### config.mk
export PLATFORM = sky130hd
export DESIGN_NAME = div_iter
export DESIGN_NICKNAME = d
export VERILOG_FILES = /design/src/rtl/div_iter.sv
export SDC_FILE = /design/constraint.sdc
export NUM_CORES = 1
export LEC_CHECK = 0
export BUFFER_PORTS_ARGS = -buffer_cell sky130_fd_sc_hd__buf_2
export CORE_MARGIN = 2
export CORE_UTILIZATION = 37
export DETAILED_ROUTE_END_ITERATION = 10
export SETUP_SLACK_MARGIN = 0.15
export SLEW_MARGIN = 40
export SYNTH_ARGS = -nofsm -noshare
export SYNTH_HDL_FRONTEND = slang
export SYNTH_SLANG_ARGS = --single-unit
export TNS_END_PERCENT = 10
### constraint.sdc
create_clock -name clk -period 3.33 [get_ports clk]
set_input_delay 0.333 -clock clk [delete_from_list [all_inputs] [get_ports clk]]
set_output_delay 0.333 -clock clk [all_outputs]
set_load 0.05 [all_outputs]
### src/rtl/div_iter.sv
// Iterative restoring divider: one quotient bit per cycle, signed or unsigned,
// with divide-by-zero detection and sign fix-up in a dedicated cycle.
module div_iter #(
    parameter int WIDTH     = 32,
    parameter bit SIGNED_EN = 1'b1
) (
    input  logic             clk,
    input  logic             reset_n,
    input  logic             ctrl_DIV,
    input  logic             signed_mode,
    input  logic [WIDTH-1:0] dividend,
    input  logic [WIDTH-1:0] divisor,
    output logic [WIDTH-1:0] quotient,
    output logic [WIDTH-1:0] remainder,
    output logic             busy,
    output logic             data_resultRDY,
    output logic             data_exception
);

    localparam int CW = $clog2(WIDTH);

    typedef enum logic [1:0] {
        IDLE = 2'd0,
        CALC = 2'd1,
        FIX  = 2'd2,
        DONE = 2'd3
    } state_e;

    state_e           state_q, state_d;
    logic [CW-1:0]    cnt_q, cnt_d;
    logic [WIDTH-1:0] a_q, a_d;
    logic [WIDTH-1:0] q_q, q_d;
    logic [WIDTH-1:0] m_q, m_d;
    logic             neg_quot_q, neg_quot_d;
    logic             neg_rem_q, neg_rem_d;
    logic [WIDTH-1:0] quot_q, quot_d;
    logic [WIDTH-1:0] rem_q, rem_d;
    logic             exc_q, exc_d;

    logic             start;
    logic             eff_signed;
    logic             dvd_neg;
    logic             dvs_neg;
    logic [WIDTH-1:0] dvd_mag;
    logic [WIDTH-1:0] dvs_mag;
    logic [WIDTH:0]   shifted;
    logic [WIDTH:0]   trial;

    // NOTE: every always_comb output gets a default first, so no path can infer a latch.
    always_comb begin
        state_d    = state_q;
        cnt_d      = cnt_q;
        a_d        = a_q;
        q_d        = q_q;
        m_d        = m_q;
        neg_quot_d = neg_quot_q;
        neg_rem_d  = neg_rem_q;
        quot_d     = quot_q;
        rem_d      = rem_q;
        exc_d      = exc_q;

        start      = ctrl_DIV && (state_q == IDLE || state_q == DONE);
        eff_signed = SIGNED_EN && signed_mode;
        dvd_neg    = eff_signed && dividend[WIDTH-1];
        dvs_neg    = eff_signed && divisor[WIDTH-1];
        dvd_mag    = dvd_neg ? -dividend : dividend;
        dvs_mag    = dvs_neg ? -divisor : divisor;

        // One extra bit keeps the shifted partial remainder exact when A's MSB is set.
        shifted    = {a_q, q_q[WIDTH-1]};
        trial      = shifted - {1'b0, m_q};

        case (state_q)
            IDLE, DONE: begin
                state_d = IDLE;
                if (start) begin
                    if (divisor == '0) begin
                        state_d = DONE;
                        quot_d  = '0;
                        rem_d   = dividend;
                        exc_d   = 1'b1;
                    end else begin
                        state_d    = CALC;
                        a_d        = '0;
                        q_d        = dvd_mag;
                        m_d        = dvs_mag;
                        neg_quot_d = dvd_neg ^ dvs_neg;
                        neg_rem_d  = dvd_neg;
                        cnt_d      = CW'(WIDTH - 1);
                    end
                end
            end
            CALC: begin
                if (!trial[WIDTH]) begin
                    a_d = trial[WIDTH-1:0];
                    q_d = {q_q[WIDTH-2:0], 1'b1};
                end else begin
                    a_d = shifted[WIDTH-1:0];
                    q_d = {q_q[WIDTH-2:0], 1'b0};
                end
                if (cnt_q == '0) begin
                    state_d = FIX;
                end else begin
                    cnt_d = cnt_q - CW'(1);
                end
            end
            FIX: begin
                quot_d  = neg_quot_q ? -q_q : q_q;
                rem_d   = neg_rem_q ? -a_q : a_q;
                exc_d   = 1'b0;
                state_d = DONE;
            end
            default: state_d = IDLE;
        endcase
    end

    // NOTE: sequential state uses non-blocking assignments so all flops update together.
    always_ff @(posedge clk or negedge reset_n) begin
        if (!reset_n) begin
            state_q    <= IDLE;
            cnt_q      <= '0;
            a_q        <= '0;
            q_q        <= '0;
            m_q        <= '0;
            neg_quot_q <= 1'b0;
            neg_rem_q  <= 1'b0;
            quot_q     <= '0;
            rem_q      <= '0;
            exc_q      <= 1'b0;
        end else begin
            state_q    <= state_d;
            cnt_q      <= cnt_d;
            a_q        <= a_d;
            q_q        <= q_d;
            m_q        <= m_d;
            neg_quot_q <= neg_quot_d;
            neg_rem_q  <= neg_rem_d;
            quot_q     <= quot_d;
            rem_q      <= rem_d;
            exc_q      <= exc_d;
        end
    end

    assign quotient       = quot_q;
    assign remainder      = rem_q;
    assign data_exception = exc_q;
    assign busy           = (state_q == CALC) || (state_q == FIX);
    assign data_resultRDY = (state_q == DONE);

endmodule

# After elaboration in Yosys (flattened, before gate mapping)
# Cells that the tools add are included.
dict set report classes {
  n_eq_ne 8
  add_sub_neg 6
  n_reduce_logical 15
  n_bitwise 2
  n_mux 29
}
# operator n
set op_table {}
lappend op_table {{32-bit two-way mux} 13}
lappend op_table {{32-bit one-hot mux with 2 select lines} 4}
lappend op_table {{32-bit negation} 4}
lappend op_table {{33-bit by 32-bit subtractor with 33-bit output} 1}
lappend op_table {{32-bit zero test} 1}
lappend op_table {{5-bit two-way mux} 3}
lappend op_table {{2-bit != test, second input constant} 5}
lappend op_table {{5-bit one-hot mux with 2 select lines} 1}
lappend op_table {{3-bit AND reduction} 3}
lappend op_table {{2-bit two-way mux} 3}
lappend op_table {{2-bit one-hot mux with 3 select lines} 1}
lappend op_table {{5-bit zero test} 1}
lappend op_table {{5-bit by 1-bit subtractor with 5-bit output, second input constant} 1}
lappend op_table {{2-bit equality test, second input constant} 2}
lappend op_table {{4-bit AND reduction} 1}
lappend op_table {{2-bit nonzero test} 2}
lappend op_table {{1-bit logical AND} 3}
lappend op_table {{1-bit two-way mux} 3}
lappend op_table {{2-bit by 1-bit equality test with 1-bit output, second input constant} 1}
lappend op_table {{2-bit zero test} 1}
lappend op_table {{1-bit logical OR} 2}
lappend op_table {{1-bit one-hot mux with 2 select lines} 1}
lappend op_table {{2-bit OR reduction} 1}
lappend op_table {{1-bit inverter} 1}
lappend op_table {{1-bit bitwise XOR} 1}
dict set report totals {
  wordCells 70
  ff_bits 170
  out_inout_bits 67
  input_bits 68
}

# Logic depth before layout (Yosys ltp)
dict set report depth {
  word_depth 5
  depth_mapped 14
  depth_no_buf 11
}

# Worst setup path after synthesis
# Ideal clock, no wire load.
dict set report synth_timing {
  path_kind {register to register}
  from {reg a_q[22]}
  to {reg a_q[14]}
  arrival_ns 2.929
  required_ns 3.204
  stages_incl_launch_ff 14
  setup_time_ns 0.126
  period_less_slack_ns 3.056
  path_buffers 4
  slack_ns 0.274
  path_cell_list {dfrtp_1 ha_1 clkbuf_1 a21o_1 a31oi_1 o211ai_1 a21oi_1 o21ai_0 or3_1 clkbuf_1 and2_0 clkbuf_1 clkbuf_1 a221o_1}
}
dict set report synth_via {
  elab_chain_len 3
}
# item line
set synth_rtl {}
lappend synth_rtl {{from (decl)} 31} ;# logic [WIDTH-1:0] a_q, a_d;
lappend synth_rtl {{from (signal assigned)} 122} ;# a_q <= '0;
lappend synth_rtl {{from (signal assigned)} 133} ;# a_q <= a_d;
lappend synth_rtl {{33-bit by 32-bit subtractor with 33-bit output} 71} ;# trial = shifted - {1'b0, m_q};
lappend synth_rtl {{32-bit two-way mux} 94} ;# if (!trial[WIDTH]) begin
lappend synth_rtl {{32-bit one-hot mux with 2 select lines} 73} ;# case (state_q)
# No other way between the ends.
# A chain may end at the register's enable or synchronous reset.

# Worst setup path in the final report
dict set report layout_timing {
  from {reg m_q[1]}
  to {reg a_q[21]}
}
dict set report layout_via {
  elab_chain_len 3
}
# item line
set layout_rtl {}
lappend layout_rtl {{from (decl)} 33} ;# logic [WIDTH-1:0] m_q, m_d;
lappend layout_rtl {{from (signal assigned)} 135} ;# m_q <= m_d;
lappend layout_rtl {{33-bit by 32-bit subtractor with 33-bit output} 71}
lappend layout_rtl {{32-bit two-way mux} 94}
lappend layout_rtl {{32-bit one-hot mux with 2 select lines} 73}
# No other way between the ends.

==> results.md <==
- Clock sinks: 170
- Grt total ovfl: 0
- Period utilization: 92.2%
- FF-to-FF setup slack: 0.26 ns
- H-tree depth: 4
- R2R cell count: 11
- Largest net degree at the start of global routing: 74
- Count leader, synth: nand2_1
- Cell Pwr Density: 881 nW/um^2
- Critical Path Fanout Max: 5
- Critical path's slowest cell: o41ai_1
- Max clock buf depth: 2
- Cts bufs inserted: 17
- Total Power: 0.0122 W
- Post-synth EDFFs: 0
- Worst Setup Start Kind: flop
- Worst path depth: 11
- Worst path cell trace: inv_1 -> ha_1 -> nor2b_1 -> o2111ai_1 -> a21oi_1 -> o31ai_1 -> buf_4 -> o41ai_1 -> nor2_1 -> xnor2_1 -> a221o_1
- Row cnt: between 60 and 70
- Core area: about 32000 sq um
- Vias in the first global route: 10400
- Reg-to-reg critical path startpoint: m_q[1]
- Syn nets: roughly 1600
- Die Y: 183 um
- # nets final: roughly 1700
- Finished Layout Cells: 2041
- IO buf count: roughly 130
- Synth warn: 0
- Sequential share of the synthesized area: 35.8%
- Synth unique cells: 65
- Async S/R FF share, synth: 100%
- Unrepaired setup endpoints after global routing: true
- Max-cap violations: 0
- Largest area contributor in the netlist: dfrtp_1
- DR WL/cell: 16.0 um
- Post-synth top area share: 35.8%
- DRC: 0
- Critical path origin: m_q[1]
- Fin. Hold Viols: 0
- Setup tns final: 0 ns
- Skew-Pair Late Insertion Delay: 0.44 ns
- Critical path class: reg -> reg
- Synth-to-layout area growth: 16.7%
- Final setup viols: 0
- Gate Count Post-Synth: 1508
- I/O Pins: 135
- RePlAce Congestion: 0.887
- Clk_skew: 0.0117 ns
- CTS Root Cell: clkbuf_16
- Critical path arrival: 3.39 ns
- Placed Instances: 2008
- Final Worst Setup Slack: roughly 0.26 ns
- Die width: about 180 um
- Post-synth top cells: nand2_1 (254), o21ai_0 (179), dfrtp_1 (170)
- Cell leakage power: 6.31 nW
- CP Capture Type: flop
- N_diodes: 0
- Initial core utilization: between 30% and 40%
- DRT iter0 DRCs: between 600 and 700
- DP HPWL: 24900 um
- First-pass GRT wire length: 53800 um
- Final min period: 3.07 ns
- Total length of routed wires: 32700 um
- Mapped Area: around 12000 sq um
- Slew headroom: 52.6%
- Top cells by area, synth: dfrtp_1 (36%), nand2_1 (8.0%), o21ai_0 (7.5%)
- CTS tree: yes
- Pre-CTS setup slack: around 0.18 ns
- Post-CTS Setup Bufs: 0
- Worst VDD drop: 0.454 mV
- R2r endpoint: a_q[21]
- Worst path top cell family by delay: compound AO/OA/AOI/OAI gates
- Pin slew with the least headroom to its limit: 0.712 ns
- Reg clk slew, reported paths: approximately 0.07 ns
- DR vias: 10900
- Hold WC Path Type: in -> reg
- Global Route Usage Sum: 19.9%
- Main synth FF type: dfrtp_1
- Crit path buf inv count: 2
- Vias per inst: 5.32
- Status: finished, final reports clean
- CP endpoint: a_q[21]
- FMAX: 326 MHz
- Share of cells above drive strength 1: 15.2%
- Routed Antenna Nets: 0
- Syn avg cell area: 7.88 sq um
- Drt first pass iters: 5
- Crit path required time: 3.65 ns
- Die ar.: 33600 sq um
- WHS: 0.199 ns
- Antenna violations before repair: 1
- Crit-path max cell delay: 0.67 ns
- Slew Limit Fails: 0
- Post-synthesis sequential element count: 170
placed cells by master, fill, tap and decap left out, types with 10 or more instances in the layout:
master / n
and2_1: 10
o21ai_0: 178
o211ai_1: 20
ha_1: 39
a21oi_1: 130
xor2_1: 70
nor3_1: 30
nand2_1: 254
o31ai_1: 21
nand2b_1: 12
buf_4: 48
or4_1: 13
a21o_1: 14
xnor2_1: 70
a31oi_1: 12
nor4_1: 10
nand4_1: 22
nand3_1: 15
inv_1: 66
nor2_1: 102
clkbuf_16: 17
buf_2: 133
o41ai_1: 12
mux2i_1: 12
a221o_1: 15
dfrtp_1: 169
o21ai_1: 10
or3_1: 19
per-layer routing:
layer | part of all wire [%] | track usage, %
met1 | 49 | 28.2
met2 | 44 | 31.1
met3 | 5.5 | 3.22
met4 | 2.1 | 6.08
met5 | 0.028 | 0
power by group:
group	internal (W)	leakage, nW	total (W)	switching, W
clock	0.00102	0.285	0.00200	0.000978
sequential	0.00284	2.14	0.00349	0.000650
combinational	0.00217	3.89	0.00673	0.00455
total	0.00604	6.31	0.0122	0.00618
worst register-to-register path: stages, from the launching register on:
cell       delay [ns]
dfrtp_1          0.45
inv_1            0.07
ha_1             0.26
nor2b_1          0.17
o2111ai_1        0.16
a21oi_1          0.25
o31ai_1          0.10
buf_4            0.17
o41ai_1          0.67
nor2_1           0.14
xnor2_1          0.18
a221o_1          0.33
how the worst min path moves through the flow:
stage | start | to | slack, ns | cells past startpoint
after floorplan | reset_n | a_q[0] | 0.04 | 0
final | divisor[0] | m_q[0] | 0.20 | 3
after detailed placement | reset_n | quotient[2] | 0.41 | 1
after global placement | reset_n | quotient[2] | 0.40 | 1
after CTS | divisor[0] | m_q[0] | 0.19 | 3
after global routing | divisor[0] | m_q[0] | 0.20 | 3
registers in the layout, indices dropped and copies added, names as in the netlist:
register and flops:
a_q 32, cnt_q 5, data_exception 1, m_q 32
neg_quot_q 1, neg_rem_q 1, q_q 32, quotient 32
remainder 32, state_q 2
repair_timing:
item	CTS	global route
hold buffers	1	0
resized for setup	0	5
setup endpoints to repair	0	20
hold endpoints to repair	70	0
cells by family after synthesis:
group | synth area share, %
buffers and inverters | 5.08
multiplexers | 1.01
adder cells (fa/ha/maj) | 4.48
flip-flops | 35.8
XOR/XNOR | 10.3
AND/OR/NAND/NOR | 20.4
AO/OA/AOI/OAI | 22.9
through the flow:
step / util [%] / cell area (sq um)
3_3_place_gp: 41.9 / 13200
6_report: 43.9 / 13900
2_1_floorplan: - / 11900
5_1_grt: 43.9 / 13900
4_1_cts: 43.9 / 13900
3_5_place_dp: 42.0 / 13200
area by class of cell:
type                    count  area, sq um
clock buffers              18          439
clock inverters            14          155
fillers                  3184        17700
inverters                  67          251
multi-input cells        1179         7080
flip-flops and latches    170         4260
well taps                 402          503
repair buffers            191         1190
No activity file was read; power rests on OpenSTA's default activity.
